## config.mk

```make
export PLATFORM = sky130hd
export DESIGN_NAME = crank_rate_meter
export DESIGN_NICKNAME = d
export VERILOG_FILES = /design/src/rtl/crank_rate_meter.sv
export SDC_FILE = /design/constraint.sdc
export NUM_CORES = 1
export LEC_CHECK = 0
export ABC_AREA = 1
export CORE_ASPECT_RATIO = 0.9
export CORE_UTILIZATION = 64
export CTS_CLUSTER_DIAMETER = 60
export CTS_CLUSTER_SIZE = 28
export DETAILED_ROUTE_END_ITERATION = 16
export MAX_ROUTING_LAYER = met4
export PLACE_DENSITY = 0.8
export SYNTH_ARGS = -nofsm -noshare
export SYNTH_HDL_FRONTEND = slang
export SYNTH_SLANG_ARGS = --single-unit
```

## constraint.sdc

```tcl
create_clock -name clock -period 2.6 [get_ports clock]
set_clock_uncertainty 0.1 [all_clocks]
set_input_delay 0.26 -clock clock [delete_from_list [all_inputs] [get_ports clock]]
set_output_delay 0.26 -clock clock [all_outputs]
set_load 0.005 [all_outputs]
```

## src/rtl/crank_rate_meter.sv

```systemverilog
// crank_rate_meter: period-to-rate meter for one active-low crank/wheel sensor.
// Synchronises and debounces the pin, times the interval between falling
// edges, block-averages 2^AVG_LOG intervals and divides SCALE*N by the sum
// with a bit-serial restoring divider. Rate is forced to 0 on timeout.
module crank_rate_meter #(
    parameter int CNT_W    = 32,
    parameter int OUT_W    = 10,
    parameter int SCALE    = 768000,
    parameter int TIMEOUT  = 64000,
    parameter int DEBOUNCE = 2,
    parameter int AVG_LOG  = 0
) (
    input  logic             clock,
    input  logic             nRst,
    input  logic             nPulse,
    output logic [OUT_W-1:0] rate,
    output logic             rate_valid,
    output logic             stale,
    output logic             overrun
);

    localparam int DB_W = (DEBOUNCE < 2) ? 1 : $clog2(DEBOUNCE + 1);
    localparam int AC_W = AVG_LOG + 1;
    localparam int BC_W = $clog2(CNT_W);
    localparam logic [CNT_W-1:0] TMO      = CNT_W'(TIMEOUT);
    localparam logic [CNT_W-1:0] SCALE_V  = CNT_W'(SCALE);
    localparam logic [CNT_W-1:0] DIVIDEND = SCALE_V << AVG_LOG;
    localparam logic [AC_W-1:0]  N_LAST   = AC_W'((1 << AVG_LOG) - 1);

    typedef enum logic [1:0] {S_IDLE, S_DIV, S_DONE} state_t;

    // input path
    logic            sync1, sync2, flt_q, flt_d, flt, ev;
    logic [DB_W-1:0] dcnt;

    // measurement path
    logic [CNT_W-1:0] cnt, acc, acc_nx, pend_dvd, pend_dvs;
    logic [CNT_W:0]   acc_sum;
    logic [AC_W-1:0]  nsmp;
    logic             armed, pend_full, to_hit, capture, submit, take;

    // divider
    state_t           state;
    logic [CNT_W-1:0] quo, rem, dvs;
    logic [CNT_W:0]   shl, dif;
    logic [BC_W-1:0]  bcnt;
    logic             ge;

    // Synchroniser plus debounce: level flips after DEBOUNCE differing samples in a row
    always_ff @(posedge clock or negedge nRst) begin
        if (!nRst) begin
            sync1 <= 1'b1;
            sync2 <= 1'b1;
            flt_q <= 1'b1;
            flt_d <= 1'b1;
            dcnt  <= '0;
        end else begin
            sync1 <= nPulse;
            sync2 <= sync1;
            flt_d <= flt;
            if (DEBOUNCE != 0) begin
                if (sync2 != flt_q) begin
                    if (dcnt == DB_W'(DEBOUNCE - 1)) begin
                        flt_q <= sync2;
                        dcnt  <= '0;
                    end else begin
                        dcnt <= dcnt + 1'b1;
                    end
                end else begin
                    dcnt <= '0;
                end
            end
        end
    end

    assign flt = (DEBOUNCE == 0) ? sync2 : flt_q;
    assign ev  = flt_d & ~flt;

    // An event always beats a coincident timeout
    assign to_hit  = !ev && (cnt == TMO - 1'b1);
    assign capture = ev && armed;
    assign submit  = capture && (nsmp == N_LAST);
    assign take    = (state == S_IDLE) && pend_full;
    assign acc_sum = {1'b0, acc} + {1'b0, cnt};
    assign acc_nx  = acc_sum[CNT_W] ? '1 : acc_sum[CNT_W-1:0];

    // Interval counter, arming, block accumulator and the single pending slot
    always_ff @(posedge clock or negedge nRst) begin
        if (!nRst) begin
            cnt       <= '0;
            armed     <= 1'b0;
            acc       <= '0;
            nsmp      <= '0;
            pend_full <= 1'b0;
            pend_dvd  <= '0;
            pend_dvs  <= '0;
            overrun   <= 1'b0;
        end else begin
            if (ev)              cnt <= CNT_W'(1);
            else if (cnt != TMO) cnt <= cnt + 1'b1;

            if (ev)          armed <= 1'b1;
            else if (to_hit) armed <= 1'b0;

            if (to_hit) begin
                acc       <= '0;
                nsmp      <= '0;
                pend_full <= 1'b0;
            end else begin
                if (submit) begin
                    acc      <= '0;
                    nsmp     <= '0;
                    pend_dvd <= DIVIDEND;
                    pend_dvs <= acc_nx;
                    if (pend_full && !take) overrun <= 1'b1;
                end else if (capture) begin
                    acc  <= acc_nx;
                    nsmp <= nsmp + 1'b1;
                end
                if (submit)    pend_full <= 1'b1;
                else if (take) pend_full <= 1'b0;
            end
        end
    end

    assign shl = {rem, quo[CNT_W-1]};
    assign dif = shl - {1'b0, dvs};
    assign ge  = !dif[CNT_W];

    // Divider FSM and registered outputs; timeout aborts any division in flight
    always_ff @(posedge clock or negedge nRst) begin
        if (!nRst) begin
            state      <= S_IDLE;
            quo        <= '0;
            rem        <= '0;
            dvs        <= '0;
            bcnt       <= '0;
            rate       <= '0;
            rate_valid <= 1'b0;
            stale      <= 1'b1;
        end else begin
            rate_valid <= 1'b0;
            if (to_hit) begin
                state      <= S_IDLE;
                rate       <= '0;
                rate_valid <= 1'b1;
                stale      <= 1'b1;
            end else begin
                case (state)
                    S_IDLE: if (pend_full) begin
                        quo   <= pend_dvd;
                        dvs   <= pend_dvs;
                        rem   <= '0;
                        bcnt  <= BC_W'(CNT_W - 1);
                        state <= S_DIV;
                    end
                    S_DIV: begin
                        rem  <= ge ? dif[CNT_W-1:0] : shl[CNT_W-1:0];
                        quo  <= {quo[CNT_W-2:0], ge};
                        bcnt <= bcnt - 1'b1;
                        if (bcnt == '0) state <= S_DONE;
                    end
                    S_DONE: begin
                        rate       <= (|quo[CNT_W-1:OUT_W]) ? '1 : quo[OUT_W-1:0];
                        rate_valid <= 1'b1;
                        stale      <= 1'b0;
                        state      <= S_IDLE;
                    end
                    default: state <= S_IDLE;
                endcase
            end
        end
    end

endmodule

```

==> flow_summary.toml, run 1 <==
[clocking]
cts_sinks = 222
cts.htree.levels = 1
cts_inserted_buffers = 18
clkTransAtPathRegs_ps = 70
worstSkewPairLatency_ps = 520
clock_path_buffers = 3
cts_root_buf = "clkbuf_16"
cts_tree = "built"

[timing]
period_needed_ps = 2500
hold_viol = 0
slew_viol_final = 0
rsz0062_at_grt = "yes"
relSlewSlack = 0.609
fin_crit_sh = 0.962
setup_violations = 0
worst_pin_slew_ps = 587
fmax_ghz = 0.400

[die]
core_area_mm2 = 0.0224
num_rows = 52
die_y_um = 145
top_level_ports = 16
die_w_um = 161
initial_utilization = 0.651
die_area_mm2 = 0.0234

[yosys]
synth_cell_types = 50
synth_area_per_cell_um2 = 6.84
synth-seq-cells = 222
syn-cell-area_mm2 = 0.0146
seq_area_frac_synth = 0.381
syn-num-nets = 2208
synthCells = 2135
yosysWarningCount = 0

[run_status]
status = "finished, final reports clean"

[setup_path]
crit_path_max_fanout = 5
worstPathRequired_ps = 2900
startpoint_type = "flip-flop"
cp-end-kind = "flip-flop"
crit_chain = "ha_1, nand2_1, nor2_1, inv_1, nor3_1, nand4_1, nand4_1, nand3_1, nand2_1, nand2_1"
reg2regPathDepth = 10
cp_slowest_cell = "dfrtp_1"
slowest_delay_ps = 440
arrival_ps = 2800
critical_path_class = "reg -> reg"
crit_top_cell = "nand2_1"

[pwr]
power.leakage_nw = 8.95
power_frac_clock = 0.154
p_sw_frac = 0.490
switchingPower_mw = 9.15
totalPowerFinal_mw = 18.7
p_seq_frac = 0.264
vdd_drop_max_uv = 873
combPwrFrac = 0.582
p_int_mw = 9.52
cellPowerDensity_mw_per_mm2 = 1170

[place]
post-dp-hpwl_mm = 28.7
place.gp.congestion = 1.02
numPortBuffers = 15

[routing]
routed_via_density = 5.52
detail_route.iter0.violations = 1216
wl_per_cell_um = 15.4
drt-total-wl_mm = 38.1
drc = 0
final_antenna_net_count = 0
num_vias = 13700
firstDrtPassIters = 5

[global_route]
gr-total-overflow = 0
grt_pass1_wl_mm = 62.3
antenna_found_initial = 0
grt_pass1_vias = 12600
grt_max_degree = 72
grt_usage = 0.338

[min_path]
hp-class = "in -> reg"
hold_depth = 1

[cells_and_area]
antenna_cells = 0
drive_gt1_frac = 0.0684
area_delta_synth_final_pct = 9.71
postLayoutCoreUtil = 0.714
fillers = 1890
layout.nets = 2241

[run]
maxCapViolCount = 0
[worst paths after layout]
| kind | end | slack (ps) | start |
|---|---|---|---|
| worst max-delay path | acc[20] | 100 | cnt[15] |
| worst min-delay path | sync1 | 60 | nPulse |
| worst max register to register | acc[20] | 100 | cnt[15] |
| worst min register to register | sync2 | 270 | sync1 |
| max in group asynchronous | sync2 | 1430 | nRst |
| min in group asynchronous | quo[22] | 190 | nRst |
[power by group through the flow]
stage,clock [mW],combinational (mW),sequential [mW]
global route,3.04,12.2,5.02
global placement,0,10.0,4.93
CTS,2.91,10.4,4.90
floorplan,0,7.95,4.83
finish,2.88,10.9,4.92
detailed placement,0,10.3,4.95
[state kept, by name, indices dropped and copies added (netlist names)]
| register | cells |
|---|---|
| state | 2 |
| stale | 1 |
| sync2 | 1 |
| cnt | 32 |
| pend_dvs | 32 |
| sync1 | 1 |
| bcnt | 5 |
| flt | 1 |
| quo | 32 |
| rate_valid | 1 |
| pend_full | 1 |
| overrun | 1 |
| armed | 1 |
| pend_dvd | 1 |
| flt_d | 1 |
| rate | 10 |
| nsmp | 1 |
| acc | 32 |
| dvs | 32 |
| rem | 32 |
| dcnt | 2 |
[Yosys cell counts (all sizes together)]
library cell / instances / area [um^2]
o31ai: 2 / 15.0
nand2: 774 / 3000
o211ai: 7 / 52.6
nand3b: 12 / 90.1
a211oi: 2 / 15.0
nor3b: 1 / 7.51
and2: 3 / 18.8
a21boi: 2 / 15.0
fa: 2 / 40.0
or2: 2 / 12.5
dfstp: 5 / 131
o21ai: 75 / 375
o21a: 5 / 37.5
nand4: 26 / 163
inv: 378 / 1420
clkbuf: 13 / 48.8
nor4: 8 / 50.1
a31o: 1 / 8.76
xor2: 18 / 158
o2111ai: 1 / 8.76
a22oi: 1 / 7.51
dfrtp: 217 / 5430
and3: 1 / 6.26
ha: 68 / 851
o21bai: 4 / 30.0
nor2: 162 / 613
buf: 30 / 236
a31oi: 1 / 6.26
nor3: 30 / 188
a21o: 3 / 22.5
xnor2: 10 / 87.6
o22ai: 31 / 194
a21oi: 105 / 556
nand3: 135 / 708
[critical path: cells and delay by family, from the launching register on]
kind,cells,cell delay [ps]
adders and majority gates,1,390
DFF,1,440
buffers and inverters,1,110
and+or+nand+nor,8,1350
[final cells by class]
cell class	instances	area [um^2]	share of cell area
multi-input cells	1496	7510	0.469
flip-flops and latches	222	5560	0.347
inverters	378	1420	0.0889
repair buffers	52	533	0.0333
clock buffers	20	489	0.0305
well taps	297	372	0.0232
clock inverters	11	126	0.00789
[kinds of logic (layout without fill, tap and decap cells)]
| family | Yosys count | in the layout | share of synthesized area |
|---|---|---|---|
| xor+xnor | 28 | 28 | 0.0168 |
| compound gates | 240 | 240 | 0.0920 |
| flops | 222 | 222 | 0.381 |
| simple gates | 1154 | 1158 | 0.333 |
| buf+inv | 421 | 461 | 0.117 |
| fa+ha+maj | 70 | 70 | 0.0610 |
[per-stage QoR]
stage	area, um^2	cells	hold WS [ps]	setup TNS [ps]	setup WS (ps)
2_1_floorplan	14600	2135	-136	0	259
3_3_place_gp	15100	2433	158	0	99.8
3_5_place_dp	15100	2433	168	0	42.1
4_1_cts	15800	2465	53.7	0	33.7
5_1_grt	16000	2476	51.2	-199	-40.1
6_report	16000	2476	63.1	0	97.8
[timing repair]
item	4_1_cts	5_1_grt
hold endpoints to repair	67	0
hold buffers	1	0
setup buffers	0	5
endpoints found under the setup margin	0	103
resized for setup	0	39
[metal layers]
layer | share of wire | track usage
met1 | 0.44 | 0.471
met3 | 0.064 | 0.0292
met2 | 0.46 | 0.527
met5 | 0 | -
met4 | 0.033 | 0.103
[layout by cell type, fill, tap and decap left out, types with 20 or more instances in the layout]
master,synthesis,final
nand2_1,757,749
inv_1,368,367
dfrtp_1,217,216
nor2_1,160,158
nand3_1,130,123
a21oi_1,101,99
ha_1,68,64
o21ai_0,64,63
o22ai_1,31,31
nand4_1,26,26
buf_4,9,26
nor3_1,25,25
clkbuf_16,0,20
No activity file was read; power rests on OpenSTA's default activity.
==> run 2, diff against run 1 <==
- CELL_PAD_IN_SITES_DETAIL_PLACEMENT: not set -> 0
- CELL_PAD_IN_SITES_GLOBAL_PLACEMENT: not set -> 1
- CORE_UTILIZATION: 64 -> 47
- MAX_ROUTING_LAYER: met4 -> not set
==> run 2 against run 1 <==
  * Clock power rose by 19%
  * Global-route usage fell by 6.9 points
  * Cell area rose by 5.2%
  * Worst setup slack improved by 8.4 ps
  * Register-to-register slack barely moved
  * First-iteration DRC count fell by 25%
  * Die area rose by 36%
  * Fmax rose by 0.34%
  * Highest routed layer unchanged
==> flow_summary.toml, run 2 (same netlist as run 1, synthesis figures left out) <==
[pwr]
cellPowerDensity_mw_per_mm2 = 1190
vdd_drop_max_uv = 573
power_frac_clock = 0.172
power.leakage_nw = 9.38
combPwrFrac = 0.583
p_seq_frac = 0.246
totalPowerFinal_mw = 20.0
switchingPower_mw = 9.75
p_int_mw = 10.3
p_sw_frac = 0.487

[place]
numPortBuffers = 15
post-dp-hpwl_mm = 32.6
place.gp.congestion = 0.957
place_area_mm2 = 0.0157

[timing]
fmax_ghz = 0.401
period_needed_ps = 2490
worst_pin_slew_ps = 611
hold_viol = 0
hold_ws_ps = 34.9
tns_ps = 0
setup_violations = 0
relSlewSlack = 0.592
fin_crit_sh = 0.959
slew_viol_final = 0

[setup_path]
cp-end-kind = "flip-flop"
crit_path_start = "cnt[25]"
worstPathRequired_ps = 2900
startpoint_type = "flip-flop"
reg2reg_from = "cnt[25]"
reg2reg_slack_ps = 110
arrival_ps = 2800
critical_path_class = "reg -> reg"
crit_path_max_fanout = 4

[routing]
final_antenna_net_count = 0
firstDrtPassIters = 6
num_vias = 13600
met1Wirelength_mm = 20.4
route.met3.wl_mm = 1.84
drc = 0
wl_per_cell_um = 16.1
route.met2.wl_mm = 19.3
top_layer = "met4"
detail_route.iter0.violations = 917
drt-total-wl_mm = 42.6
routed_via_density = 5.12

[cells_and_area]
fillers = 3039
layout.nets = 2304
final_common_cell = "nand2_1"
multi_input_area_mm2 = 0.00751
final_cell_mix = "nand2_1 (750), inv_1 (366), dfrtp_1 (216), nor2_1 (158), nand3_1 (125)"
area_delta_synth_final_pct = 15.4
antenna_cells = 0
fin_area_mm2 = 0.0168
seq_area_mm2 = 0.00556
drive_gt1_frac = 0.0939

[global_route]
grt_pass1_wl_mm = 68.2
grt_max_degree = 78
antenna_found_initial = 0
grt_pass1_vias = 13000
gr-total-overflow = 0
grt_usage = 0.269

[run]
maxCapViolCount = 0

[min_path]
min_from = "nPulse"
hp-class = "in -> reg"

[die]
top_level_ports = 16
initial_utilization = 0.483
core_area_mm2 = 0.0303
die_area_mm2 = 0.0318
die_y_um = 169
num_rows = 60
die_w_um = 188

[clocking]
cts_inserted_buffers = 22
clkTransAtPathRegs_ps = 90
cts_sinks = 222
cts_tree = "built"
clock_path_buffers = 3
worstSkewPairLatency_ps = 530
cts.htree.levels = 1
cts_root_buf = "clkbuf_16"

[run_status]
status = "finished, final reports clean"
[run 2: through the flow]
step,instances,setup WS (ps),utilization
after floorplan,2135,259,-
after global placement,2594,124,0.518
after detailed placement,2594,32.1,0.518
after CTS,2634,13.5,0.545
after global routing,2649,-19.3,0.557
final,2649,106,0.557
[run 2: final cells by class]
type / instances / share of cell area
multi-input cells: 1496 / 0.446
well taps: 403 / 0.0299
clock buffers: 23 / 0.0342
flip-flops and latches: 222 / 0.330
clock inverters: 16 / 0.0129
repair buffers: 111 / 0.0628
inverters: 378 / 0.0844
[run 2: power groups by stage]
stage / logic, mW / registers (mW) / clock network [mW]
after floorplan: 7.95 / 4.83 / 0
after global routing: 13.2 / 5.02 / 3.64
after detailed placement: 10.8 / 4.96 / 0
after CTS: 10.9 / 4.90 / 3.53
after global placement: 10.7 / 4.93 / 0
final: 11.7 / 4.92 / 3.44
[run 2: critical path: stages, from the launching register on]
cell     delay [ps]
dfrtp_1         430
ha_1            330
a21oi_1         220
o21ai_0         140
a21oi_1         220
buf_4           160
nand2_1          80
a21oi_4         150
buf_12          140
buf_12          100
nand2_1         110
nand2_1         110
o21ai_0          80
[run 2: repair_timing]
| action | 4_1_cts | 5_1_grt |
|---|---|---|
| setup endpoints to repair | 0 | 87 |
| endpoints found under the hold margin | 73 | 0 |
| setup buffers | 0 | 8 |
| gates resized for setup | 0 | 39 |
| hold buffers | 1 | 0 |
[run 2: path summary, 6_finish.rpt]
kind | end | depth (start not counted)
max | pend_dvs[8] | 12
min reg2reg | sync2 | 0
max in group asynchronous | rem[19] | 3
max reg2reg | pend_dvs[8] | 12
min | sync1 | 1
min in group asynchronous | quo[24] | 2
[run 2: metal layers]
metal	up-vias	GRT usage
met2	285	0.435
met1	6348	0.385
li1	6883	-
met3	57	0.0252
met4	0	0.0728
met5	-	0
==> run 3, diff against run 2 <==
- SETUP_SLACK_MARGIN: not set -> 0.1
==> run 3 against run 2 <==
  * Fmax increased by 1.3%
  * Critical path depth grew 4
  * Total power is 2.2% higher
  * Cell area grew 1.8%
  * Worst hold slack barely moved
  * Global-route usage grew 0.12 points
  * Register-to-register slack better by 30 ps
  * Critical path type unchanged
  * Largest power group unchanged
==> flow_summary.toml, run 3 (same netlist as run 1, synthesis figures left out) <==
[cells_and_area]
layout.nets = 2311
fin_area_mm2 = 0.0172
area_delta_synth_final_pct = 17.5
drive_gt1_frac = 0.117
antenna_cells = 0
final_cell_mix = "nand2_1 (742), inv_1 (366), dfrtp_1 (215), nor2_1 (155), nand3_1 (107)"
final_common_cell = "nand2_1"
fillers = 2972

[timing]
relSlewSlack = 0.590
setup_violations = 0
period_needed_ps = 2460
slew_viol_final = 0
fin_crit_sh = 0.947
worst_pin_slew_ps = 614
hold_ws_ps = 34.7
rsz0062_at_grt = "yes"
hold_viol = 0
fmax_ghz = 0.406

[setup_path]
critical_path_class = "reg -> reg"
crit_path_max_fanout = 8
critPathTopFamily = "simple AND/OR/NAND/NOR gates"
crit_top_cell = "nand2_4"
arrival_ps = 2820
startpoint_type = "flip-flop"
worstPathRequired_ps = 2960
cp-end-kind = "flip-flop"
cp_slowest_cell = "dfrtp_1"
slowest_delay_ps = 410
crit_chain = "inv_2, ha_4, inv_4, fa_2, nand2_2, nand2_2, nand3_2, nand2_4, nand2_4, nand2_4, nand2_4, nand3_4, clkbuf_16, nand3_1, nand3_1, nand2_1"
path_buf_inv = 3

[global_route]
gr-total-overflow = 0
grt_pass1_vias = 13100
antenna_found_initial = 0
grt_pass1_wl_mm = 68.5
grt_max_degree = 78
grt_usage = 0.270

[routing]
detail_route.iter0.violations = 811
drt-total-wl_mm = 43.0
drc = 0
wl_per_cell_um = 16.2
routed_via_density = 5.12
final_antenna_net_count = 0
num_vias = 13600
firstDrtPassIters = 7

[die]
top_level_ports = 16
die_y_um = 169
die_w_um = 188
initial_utilization = 0.483
die_area_mm2 = 0.0318
num_rows = 60
core_area_mm2 = 0.0303

[min_path]
hp-class = "in -> reg"

[clocking]
cts_root_buf = "clkbuf_16"
cts_inserted_buffers = 22
clkTransAtPathRegs_ps = 80
cts_tree = "built"
clock_path_buffers = 3
cts_sinks = 222
worstSkewPairLatency_ps = 520
cts.htree.levels = 1

[pwr]
cellPowerDensity_mw_per_mm2 = 1190
power.leakage_nw = 9.47
vdd_drop_max_uv = 602

[place]
numPortBuffers = 15
post-dp-hpwl_mm = 32.6
place.gp.congestion = 0.957
place_area_mm2 = 0.0157

[run]
maxCapViolCount = 0

[run_status]
status = "finished, final reports clean"
## run 3: cell types whose count changed in the layout (fill, tap and decap cells not counted), sizes merged
cell and delta:
buf +7
## run 3: cell type report
cell class                 count  area (um^2)  share of cell area
sequential                   222         5560               0.324
clock buffer                  23          576              0.0335
clock inverter                16          218              0.0127
tap                          403          504              0.0294
inverter                     378         1430              0.0831
timing repair buffer         118         1130              0.0657
multi-input combinational   1496         7740               0.451
## run 3: report_power, final
group	internal (mW)	switching (mW)	leakage (nW)
Sequential	4.37	0.574	2.89
Combinational	4.36	7.74	6.19
Clock	1.76	1.67	0.386
Total	10.5	9.99	9.47
## run 3: final timing paths
path                         start      end  slack [ps]  cells past startpoint
min in group asynchronous     nRst  quo[24]         200                      2
min                         nPulse    sync1          30                      1
max                        quo[31]  rem[13]         140                     16
max in group asynchronous     nRst  rem[21]        1320                      3
max reg2reg                quo[31]  rem[13]         140                     16
min reg2reg                  sync1    sync2         270                      0
## run 3: metrics by stage
stage | TNS, ps | util | power (mW) | setup slack (ps) | cells
CTS | 0 | 0.547 | 19.4 | 89.0 | 2636
global route | -1.39 | 0.567 | 22.3 | -1.39 | 2656
detailed placement | 0 | 0.518 | 15.8 | 32.1 | 2594
global placement | 0 | 0.518 | 15.6 | 124 | 2594
finish | 0 | 0.567 | 20.5 | 137 | 2656
floorplan | 0 | - | 12.8 | 259 | 2135
## run 3: what timing repair did
item / CTS / global route
setup buffers: 0 / 15
hold buffers: 1 / 0
endpoints found under the hold margin: 73 / 0
setup endpoints to repair: 46 / 126
resized for setup: 6 / 92
cloned: 2 / 5
pin swaps: 0 / 41
## run 3: layer usage
metal | wire length [um] | track usage | up-vias
li1 | - | - | 6897
met1 | 20400 | 0.385 | 6378
met2 | 19700 | 0.440 | 264
met3 | 1750 | 0.0265 | 56
met4 | 1090 | 0.0714 | 0
met5 | 0 | 0 | -
